--- config.mk ---
export PLATFORM = sky130hd
export DESIGN_NAME = mem_port_arbiter
export DESIGN_NICKNAME = d
export VERILOG_FILES = /design/src/rtl/mips_pkg.sv /design/src/rtl/mem_watchdog.sv /design/src/rtl/mem_port_arbiter.sv
export SDC_FILE = /design/constraint.sdc
export NUM_CORES = 1
export LEC_CHECK = 0
export CAP_MARGIN = 5
export CORE_MARGIN = 8
export CORE_UTILIZATION = 45
export DETAILED_ROUTE_END_ITERATION = 10
export PLACE_DENSITY = 0.86
export REMOVE_ABC_BUFFERS = 1
export SLEW_MARGIN = 25
export SYNTH_ARGS = -nofsm -noshare
export SYNTH_HDL_FRONTEND = slang
export SYNTH_HIERARCHICAL = 1
export SYNTH_SLANG_ARGS = --single-unit
export TNS_END_PERCENT = 50
--- constraint.sdc ---
create_clock -name clk -period 6 [get_ports clk]
set_clock_uncertainty 0.15 [all_clocks]
set_input_delay 0.6 -clock clk [delete_from_list [all_inputs] [get_ports clk]]
set_output_delay 0.6 -clock clk [all_outputs]
set_load 0.02 [all_outputs]
--- src/rtl/mips_pkg.sv ---
// Shared definitions for the pipeline's memory-port arbiter and control unit:
// arbiter state encoding, abort read data and MIPS opcodes.
package mips_pkg;

    localparam logic [2:0] ST_IDLE   = 3'd0;
    localparam logic [2:0] ST_DATA   = 3'd1;
    localparam logic [2:0] ST_FETCH  = 3'd2;
    localparam logic [2:0] ST_RESP_D = 3'd3;
    localparam logic [2:0] ST_RESP_I = 3'd4;

    typedef enum logic [2:0] {
        S_IDLE   = ST_IDLE,
        S_DATA   = ST_DATA,
        S_FETCH  = ST_FETCH,
        S_RESP_D = ST_RESP_D,
        S_RESP_I = ST_RESP_I
    } arb_state_e;

    localparam logic [31:0] ERR_DATA_DEFAULT = 32'hDEADBEEF;

    localparam logic [5:0] OP_RTYPE = 6'h00;
    localparam logic [5:0] OP_J     = 6'h02;
    localparam logic [5:0] OP_BEQ   = 6'h04;
    localparam logic [5:0] OP_ADDI  = 6'h08;
    localparam logic [5:0] OP_LW    = 6'h23;
    localparam logic [5:0] OP_SW    = 6'h2B;

endpackage

--- src/rtl/mem_watchdog.sv ---
// Cycle counter that flags an outstanding memory access as hung once it has
// waited TIMEOUT cycles without an acknowledge.
module mem_watchdog #(
    parameter int unsigned TIMEOUT = 16
) (
    input  logic clk,
    input  logic rst_n,
    input  logic clr_i,
    input  logic en_i,
    output logic expired_c_o
);

    localparam int unsigned CW = $clog2(TIMEOUT);
    localparam logic [CW-1:0] LAST = CW'(TIMEOUT - 1);

    logic [CW-1:0] cnt_q, cnt_d;

    always_comb begin
        cnt_d = cnt_q;
        if (clr_i) begin
            cnt_d = '0;
        end else if (en_i && (cnt_q != LAST)) begin
            cnt_d = cnt_q + CW'(1);
        end
    end

    always_ff @(posedge clk or negedge rst_n) begin
        if (!rst_n) begin
            cnt_q <= '0;
        end else begin
            cnt_q <= cnt_d;
        end
    end

    // The first busy cycle sees a count of 0, so the last allowed cycle is TIMEOUT-1.
    assign expired_c_o = en_i && (cnt_q == LAST);

endmodule

--- src/rtl/mem_port_arbiter.sv ---
// Arbitrates the single unified memory between instruction fetch and load/store,
// stalling the pipeline while an access is outstanding and aborting hung accesses.
module mem_port_arbiter
    import mips_pkg::*;
#(
    parameter int unsigned    AW       = 32,
    parameter int unsigned    DW       = 32,
    parameter int unsigned    TIMEOUT  = 16,
    parameter logic [DW-1:0]  ERR_DATA = DW'(ERR_DATA_DEFAULT)
) (
    input  logic          clk,
    input  logic          rst_n,
    input  logic          if_req,
    input  logic [AW-1:0] if_addr,
    output logic [DW-1:0] if_rdata,
    output logic          if_valid,
    input  logic          dm_rd,
    input  logic          dm_wr,
    input  logic [AW-1:0] dm_addr,
    input  logic [DW-1:0] dm_wdata,
    output logic [DW-1:0] dm_rdata,
    output logic          dm_valid,
    output logic          mem_req,
    output logic          mem_we,
    output logic [AW-1:0] mem_addr,
    output logic [DW-1:0] mem_wdata,
    input  logic [DW-1:0] mem_rdata,
    input  logic          mem_ack,
    output logic          stall,
    output logic          flushW,
    output logic          bus_err
);

    arb_state_e    state_q, state_d;
    logic          mem_req_q, mem_req_d;
    logic          mem_we_q, mem_we_d;
    logic [AW-1:0] mem_addr_q, mem_addr_d;
    logic [DW-1:0] mem_wdata_q, mem_wdata_d;
    logic [DW-1:0] if_rdata_q, if_rdata_d;
    logic [DW-1:0] dm_rdata_q, dm_rdata_d;
    logic          if_valid_q, if_valid_d;
    logic          dm_valid_q, dm_valid_d;
    logic          bus_err_q, bus_err_d;
    logic          busy_c;
    logic          expired_c;

    assign busy_c = (state_q == S_DATA) || (state_q == S_FETCH);

    mem_watchdog #(
        .TIMEOUT(TIMEOUT)
    ) u_watchdog (
        .clk        (clk),
        .rst_n      (rst_n),
        .clr_i      (!busy_c),
        .en_i       (busy_c),
        .expired_c_o(expired_c)
    );

    always_comb begin
        state_d     = state_q;
        mem_req_d   = mem_req_q;
        mem_we_d    = mem_we_q;
        mem_addr_d  = mem_addr_q;
        mem_wdata_d = mem_wdata_q;
        if_rdata_d  = if_rdata_q;
        dm_rdata_d  = dm_rdata_q;
        if_valid_d  = 1'b0;
        dm_valid_d  = 1'b0;
        bus_err_d   = bus_err_q;
        unique case (state_q)
            S_IDLE: begin
                // Data access has priority; dm_rd together with dm_wr is a store.
                if (dm_rd || dm_wr) begin
                    state_d     = S_DATA;
                    mem_req_d   = 1'b1;
                    mem_we_d    = dm_wr;
                    mem_addr_d  = dm_addr;
                    mem_wdata_d = dm_wdata;
                end else if (if_req) begin
                    state_d    = S_FETCH;
                    mem_req_d  = 1'b1;
                    mem_we_d   = 1'b0;
                    mem_addr_d = if_addr;
                end
            end
            S_DATA: begin
                if (mem_ack) begin
                    state_d    = S_RESP_D;
                    mem_req_d  = 1'b0;
                    mem_we_d   = 1'b0;
                    dm_valid_d = 1'b1;
                    if (!mem_we_q) begin
                        dm_rdata_d = mem_rdata;
                    end
                end else if (expired_c) begin
                    state_d    = S_RESP_D;
                    mem_req_d  = 1'b0;
                    mem_we_d   = 1'b0;
                    dm_valid_d = 1'b1;
                    dm_rdata_d = ERR_DATA;
                    bus_err_d  = 1'b1;
                end
            end
            S_FETCH: begin
                if (mem_ack) begin
                    state_d    = S_RESP_I;
                    mem_req_d  = 1'b0;
                    if_valid_d = 1'b1;
                    if_rdata_d = mem_rdata;
                end else if (expired_c) begin
                    state_d    = S_RESP_I;
                    mem_req_d  = 1'b0;
                    if_valid_d = 1'b1;
                    if_rdata_d = ERR_DATA;
                    bus_err_d  = 1'b1;
                end
            end
            S_RESP_D, S_RESP_I: begin
                state_d = S_IDLE;
            end
            default: begin
                state_d   = S_IDLE;
                mem_req_d = 1'b0;
            end
        endcase
    end

    always_ff @(posedge clk or negedge rst_n) begin
        if (!rst_n) begin
            state_q     <= S_IDLE;
            mem_req_q   <= 1'b0;
            mem_we_q    <= 1'b0;
            mem_addr_q  <= '0;
            mem_wdata_q <= '0;
            if_rdata_q  <= '0;
            dm_rdata_q  <= '0;
            if_valid_q  <= 1'b0;
            dm_valid_q  <= 1'b0;
            bus_err_q   <= 1'b0;
        end else begin
            state_q     <= state_d;
            mem_req_q   <= mem_req_d;
            mem_we_q    <= mem_we_d;
            mem_addr_q  <= mem_addr_d;
            mem_wdata_q <= mem_wdata_d;
            if_rdata_q  <= if_rdata_d;
            dm_rdata_q  <= dm_rdata_d;
            if_valid_q  <= if_valid_d;
            dm_valid_q  <= dm_valid_d;
            bus_err_q   <= bus_err_d;
        end
    end

    assign mem_req   = mem_req_q;
    assign mem_we    = mem_we_q;
    assign mem_addr  = mem_addr_q;
    assign mem_wdata = mem_wdata_q;
    assign if_rdata  = if_rdata_q;
    assign dm_rdata  = dm_rdata_q;
    assign if_valid  = if_valid_q;
    assign dm_valid  = dm_valid_q;
    assign bus_err   = bus_err_q;

    // Released exactly in the valid cycle so each stalled stage advances once.
    assign stall  = ((dm_rd || dm_wr) && !dm_valid_q) || (if_req && !if_valid_q);
    assign flushW = stall;

endmodule

==> results.cfg, run 1 <==
[outcome]
run_status = finished, final reports clean

[timing]
drv_slew = 0
layout_setup_ws_ns = 2.98
fin_crit_ns = 3.02
worst_pin_slew_ns = 0.778
fmax_mhz = 332
fin_setup_tns_ns = 0
whs_ns = 0.0504
setup_violations = 0
max_slew_margin_pct = 48.2
finalCritPeriodShare_pct = 50.3
rsz0062_at_grt = false
finalHoldViolCount = 0

[floorplan]
rows = 42
core_area_sq_um = 13100
die_w_um = 131
dieHeight_um = 131
die_area_sq_um = 17200
ios = 269
start_util_pct = 45.7

[cts]
root_buffer = clkbuf_16
cts_max_level = 4
clk-insertion-delay-late_ns = 0.41
cts.hold.buffers_added = 0
cts_buffers = 17
clk_pin_slew_worst_paths_ns = 0.05
cts_tree = yes
post_cts_resized = 0
cts.sinks = 140
ctsLongestPathBuffers = 2
cts_setup_buffers = 0

[global_route]
overflow = 0
antenna_found_initial = 0
track_usage_pct = 20.3
grt_max_degree = 79
grt_pass1_wl_um = 27800
grt_pass1_vias = 4984

[setup_path]
crit_arrival_ns = 2.27
cp.required_ns = 5.25
ff2ff_path_depth = 7
r2r-start = state_q[1]
crit_fanout = 10
rrSetupSlack_ns = 3.16
critPathKind = primary input to output port
endpoint_kind = output port
timing.rr.end = if_rdata[28]
crit_path_start_kind = primary input

[yosys]
synth_cell_types = 44
syn_inst = 409
yosysMostFrequentCell = dfrtp_1
synth.top_cell.area_share_pct = 58.6
async_reset_ff_share_pct = 100
yosysTopAreaCell = dfrtp_1
synth_commonest_cells = dfrtp_1, mux2_2, nand2b_1, o22a_1, mux2_1
syn_area_sq_um = 5980
synth_edf_count = 0
synth_ff_type = dfrtp_1
yosysWarningCount = 6
synth_area_per_cell_sq_um = 14.6
synth_area_leaders = dfrtp_1, mux2_2, o22a_1, nand2b_1, mux2_1
ys_seq_area_share_pct = 58.6
ys_ff_latch = 140

[drt]
drtIter0Drc = 194
antenna_left = 0
vias = 4436
vias_per_cell = 5.14
wirelength_um = 17400
wl_per_cell_um = 20.2
drt_first_pass_iters = 6
drc = 0

[placed_design]
routabilityCongestion = 0.775
dp_slack_ns = 2.41
placedCellCount = 830
post-dp-hpwl_um = 12800
portBuffers = 268

[power]
ir_drop_uv = 312
p_leak_nw = 3.84
powerDensity_nw_per_um2 = 553

[job]
max-cap-violations = 0

[final_layout]
fin_nets = 810
drive_above_1_share_pct = 22.4
instances_no_fill = 863
syn2layout_area_growth_pct = 56.7
n_antenna_cell = 0

[min_path]
hold_class = primary input to asynchronous set/reset pin
where the power goes:
group          switching, mW  internal (mW)  leakage, nW
Combinational           1.19           1.32         1.93
Sequential             0.259           1.39         1.62
Clock                  0.367          0.652        0.279
Total                   1.82           3.36         3.84
worst max-delay path, stage by stage:
cell and delay [ns]:
clkdlybuf4s50_1 0.52, nor2_4 0.39, o22ai_1 0.18, clkdlybuf4s50_1 0.57
cells in the final DEF (no fill, tap or decap), types with 2 or more instances in the layout:
| cell | n |
|---|---|
| clkbuf_16 | 17 |
| inv_1 | 7 |
| clkbuf_8 | 4 |
| clkinv_2 | 2 |
| o22a_1 | 24 |
| buf_16 | 2 |
| mux2_2 | 106 |
| a211oi_1 | 3 |
| nand2b_1 | 26 |
| o21a_1 | 2 |
| clkinvlp_4 | 2 |
| bufinv_16 | 2 |
| mux2_1 | 14 |
| nor2_1 | 3 |
| clkbuf_1 | 4 |
| a22o_1 | 8 |
| a21o_1 | 8 |
| o31ai_1 | 2 |
| and4_1 | 8 |
| dfrtp_1 | 140 |
| o22ai_1 | 2 |
| buf_4 | 4 |
| clkdlybuf4s50_1 | 267 |
| nor3_1 | 3 |
sequential cells by signal, indices dropped and copies added (netlist names):
name,cells
dm_rdata,32
mem_addr,32
bus_err,1
mem_wdata,32
if_rdata,32
u_watchdog/cnt_q,4
mem_we,1
mem_req,1
dm_valid,1
if_valid,1
state_q,3
layer usage:
metal  vias to the layer above  routed length (um)  global-route usage (%)
met5                         -                   0                       0
met4                         0                 522                    8.62
met3                        34                1290                    7.51
met2                       172                9200                    35.7
met1                      2216                6430                    21.3
li1                       2014                   -                       -
cell families after synthesis:
kind of cell	Yosys count	share of synthesized area, %
flops	140	58.6
buf+inv	36	3.87
mux	122	23.0
simple gates	52	5.96
fa+ha+maj	1	0.209
compound gates	57	8.20
xor+xnor	1	0.147
stage by stage:
| step | area (sq um) | util (%) | power, mW |
|---|---|---|---|
| 2_1_floorplan | 5790 | - | 2.92 |
| 3_3_place_gp | 8730 | 66.7 | 4.07 |
| 3_5_place_dp | 8730 | 66.7 | 4.16 |
| 4_1_cts | 9310 | 71.2 | 5.22 |
| 5_1_grt | 9370 | 71.6 | 5.43 |
| 6_report | 9370 | 71.6 | 5.18 |
area by class of cell:
type	instances	area, sq um
Fill cell	867	3710
Sequential cell	140	3500
Timing Repair Buffer	274	2770
Multi-Input combinational cell	233	2260
Clock buffer	25	495
Tap cell	176	220
Clock inverter	6	85.1
Inverter	9	38.8
worst max-delay path by stage:
stage / from / endpoint / slack, ns / cells after the start
3_5_place_dp: dm_wr / flushW / 2.41 / 4
3_3_place_gp: dm_wr / stall / 2.52 / 4
4_1_cts: dm_wr / flushW / 2.39 / 4
6_report: dm_wr / stall / 2.98 / 4
2_1_floorplan: dm_wr / flushW / 3.05 / 2
5_1_grt: dm_wr / flushW / 2.91 / 4
Note: power is estimated with default switching activity, not from simulation.
==> run 2: changes to the inputs <==
CORE_UTILIZATION = 42   (was 45)
PLACE_DENSITY = 0.81   (was 0.86)
clock period = 2.9 ns   (was 6 ns; I/O delays follow)
==> results.cfg, run 2 (synthesized netlist as in run 1, its figures left out) <==
[cts]
cts_setup_buffers = 0
cts_max_level = 4
ctsLongestPathBuffers = 2
cts.sinks = 140
root_buffer = clkbuf_16
clk_pin_slew_worst_paths_ns = 0.06
post_cts_resized = 0
cts.hold.buffers_added = 1
cts_buffers = 17
clk-insertion-delay-late_ns = 0.41
cts_tree = yes

[placed_design]
routabilityCongestion = 0.809
portBuffers = 268
placed_area_sq_um = 8790
post-dp-hpwl_um = 13500
dp_slack_ns = 0.422
placedCellCount = 839

[setup_path]
endpoint = if_rdata[2]
ff2ff_path_depth = 7
critPathLaunch = state_q[1]
endpoint_kind = flip-flop
r2r-start = state_q[1]
critPathKind = flip-flop to flip-flop
timing.rr.end = if_rdata[2]
crit_path_start_kind = flip-flop
cp.required_ns = 3.09
crit_arrival_ns = 2.72
rrSetupSlack_ns = 0.38
crit_fanout = 25

[timing]
finalHoldViolCount = 0
fmax_mhz = 397
max_slew_margin_pct = 54.7
setup_violations = 0
fin_crit_ns = 2.52
finalCritPeriodShare_pct = 86.9
whs_ns = 0.314
layout_setup_ws_ns = 0.379
fin_setup_tns_ns = 0
drv_slew = 0
worst_pin_slew_ns = 0.676
rsz0062_at_grt = false

[drt]
drc = 0
vias = 4409
wl_per_cell_um = 20.6
drt_first_pass_iters = 4
drtIter0Drc = 204
antenna_left = 0
vias_per_cell = 5.06
wirelength_um = 17900

[outcome]
run_status = finished, final reports clean

[final_layout]
drive_above_1_share_pct = 22.7
fin_nets = 814
layout_commonest_cell = clkdlybuf4s50_1
n_antenna_cell = 0
fillers = 1002
instances_no_fill = 872
mostFrequentLayoutCells = clkdlybuf4s50_1, dfrtp_1, mux2_2
post-route-util_pct = 67.9
syn2layout_area_growth_pct = 57.6
stdcell_area_sq_um = 9420

[power]
internal-power_mw = 7.07
ir_drop_uv = 597
powerDensity_nw_per_um2 = 1160
seqPwrFrac_pct = 31.3
finalPower_mw = 10.9
p_leak_nw = 3.86
sw_frac_of_total_pct = 35.1
power.share.clock_pct = 20.8
p_sw_mw = 3.82
power_frac_comb_pct = 47.9

[global_route]
antenna_found_initial = 0
grt_pass1_vias = 5013
track_usage_pct = 19.4
grt_pass1_wl_um = 27600
overflow = 0
grt_max_degree = 72

[floorplan]
rows = 43
dieHeight_um = 135
die_w_um = 135
ios = 269
core_area_sq_um = 13900
start_util_pct = 43.1
die_area_sq_um = 18300

[min_path]
hold_class = primary input to asynchronous set/reset pin

[job]
max-cap-violations = 0
-- run 2: power by group through the flow --
stage / logic, mW / registers (mW) / clock network [mW]
after floorplan: 1.59 / 4.45 / 0
after global routing: 5.50 / 3.52 / 2.39
after global placement: 5.15 / 3.37 / 0
after CTS: 5.29 / 3.42 / 2.31
after detailed placement: 5.27 / 3.44 / 0
final: 5.21 / 3.41 / 2.26
-- run 2: critical path, cell delays in order (launching register included) --
cell     delay, ns
dfrtp_1       0.52
xnor2_1       0.19
nor2_1        0.14
and4_2        0.33
o21ai_1       0.09
or3_1         0.55
inv_6         0.29
o22a_1        0.18
-- run 2: layer usage --
metal / wire length [um] / global-route usage, % / vias to the layer above
met3: 1770 / 8.27 / 34
met5: 0 / 0 / -
li1: - / - / 2025
met1: 6420 / 19.8 / 2164
met2: 9190 / 33.7 / 186
met4: 548 / 9.07 / 0
-- run 2: worst min-delay path by stage --
stage | cells past startpoint | end | slack (ns) | start
2_1_floorplan | 0 | bus_err | -0.16 | rst_n
3_3_place_gp | 1 | dm_rdata[20] | 0.20 | rst_n
3_5_place_dp | 1 | dm_rdata[24] | 0.20 | rst_n
4_1_cts | 2 | dm_rdata[24] | 0.32 | rst_n
5_1_grt | 2 | mem_wdata[23] | 0.32 | dm_wdata[23]
6_report | 2 | dm_rdata[24] | 0.31 | rst_n
-- run 2: layout make-up --
type                    instances  area (sq um)  area share (%)
flip-flops and latches        140          3500            37.2
repair buffers                278          2770            29.4
clock buffers                  22           454            4.82
multi-input cells             233          2260            24.0
clock inverters                10           165            1.75
well taps                     180           225            2.39
inverters                       9          38.8           0.412
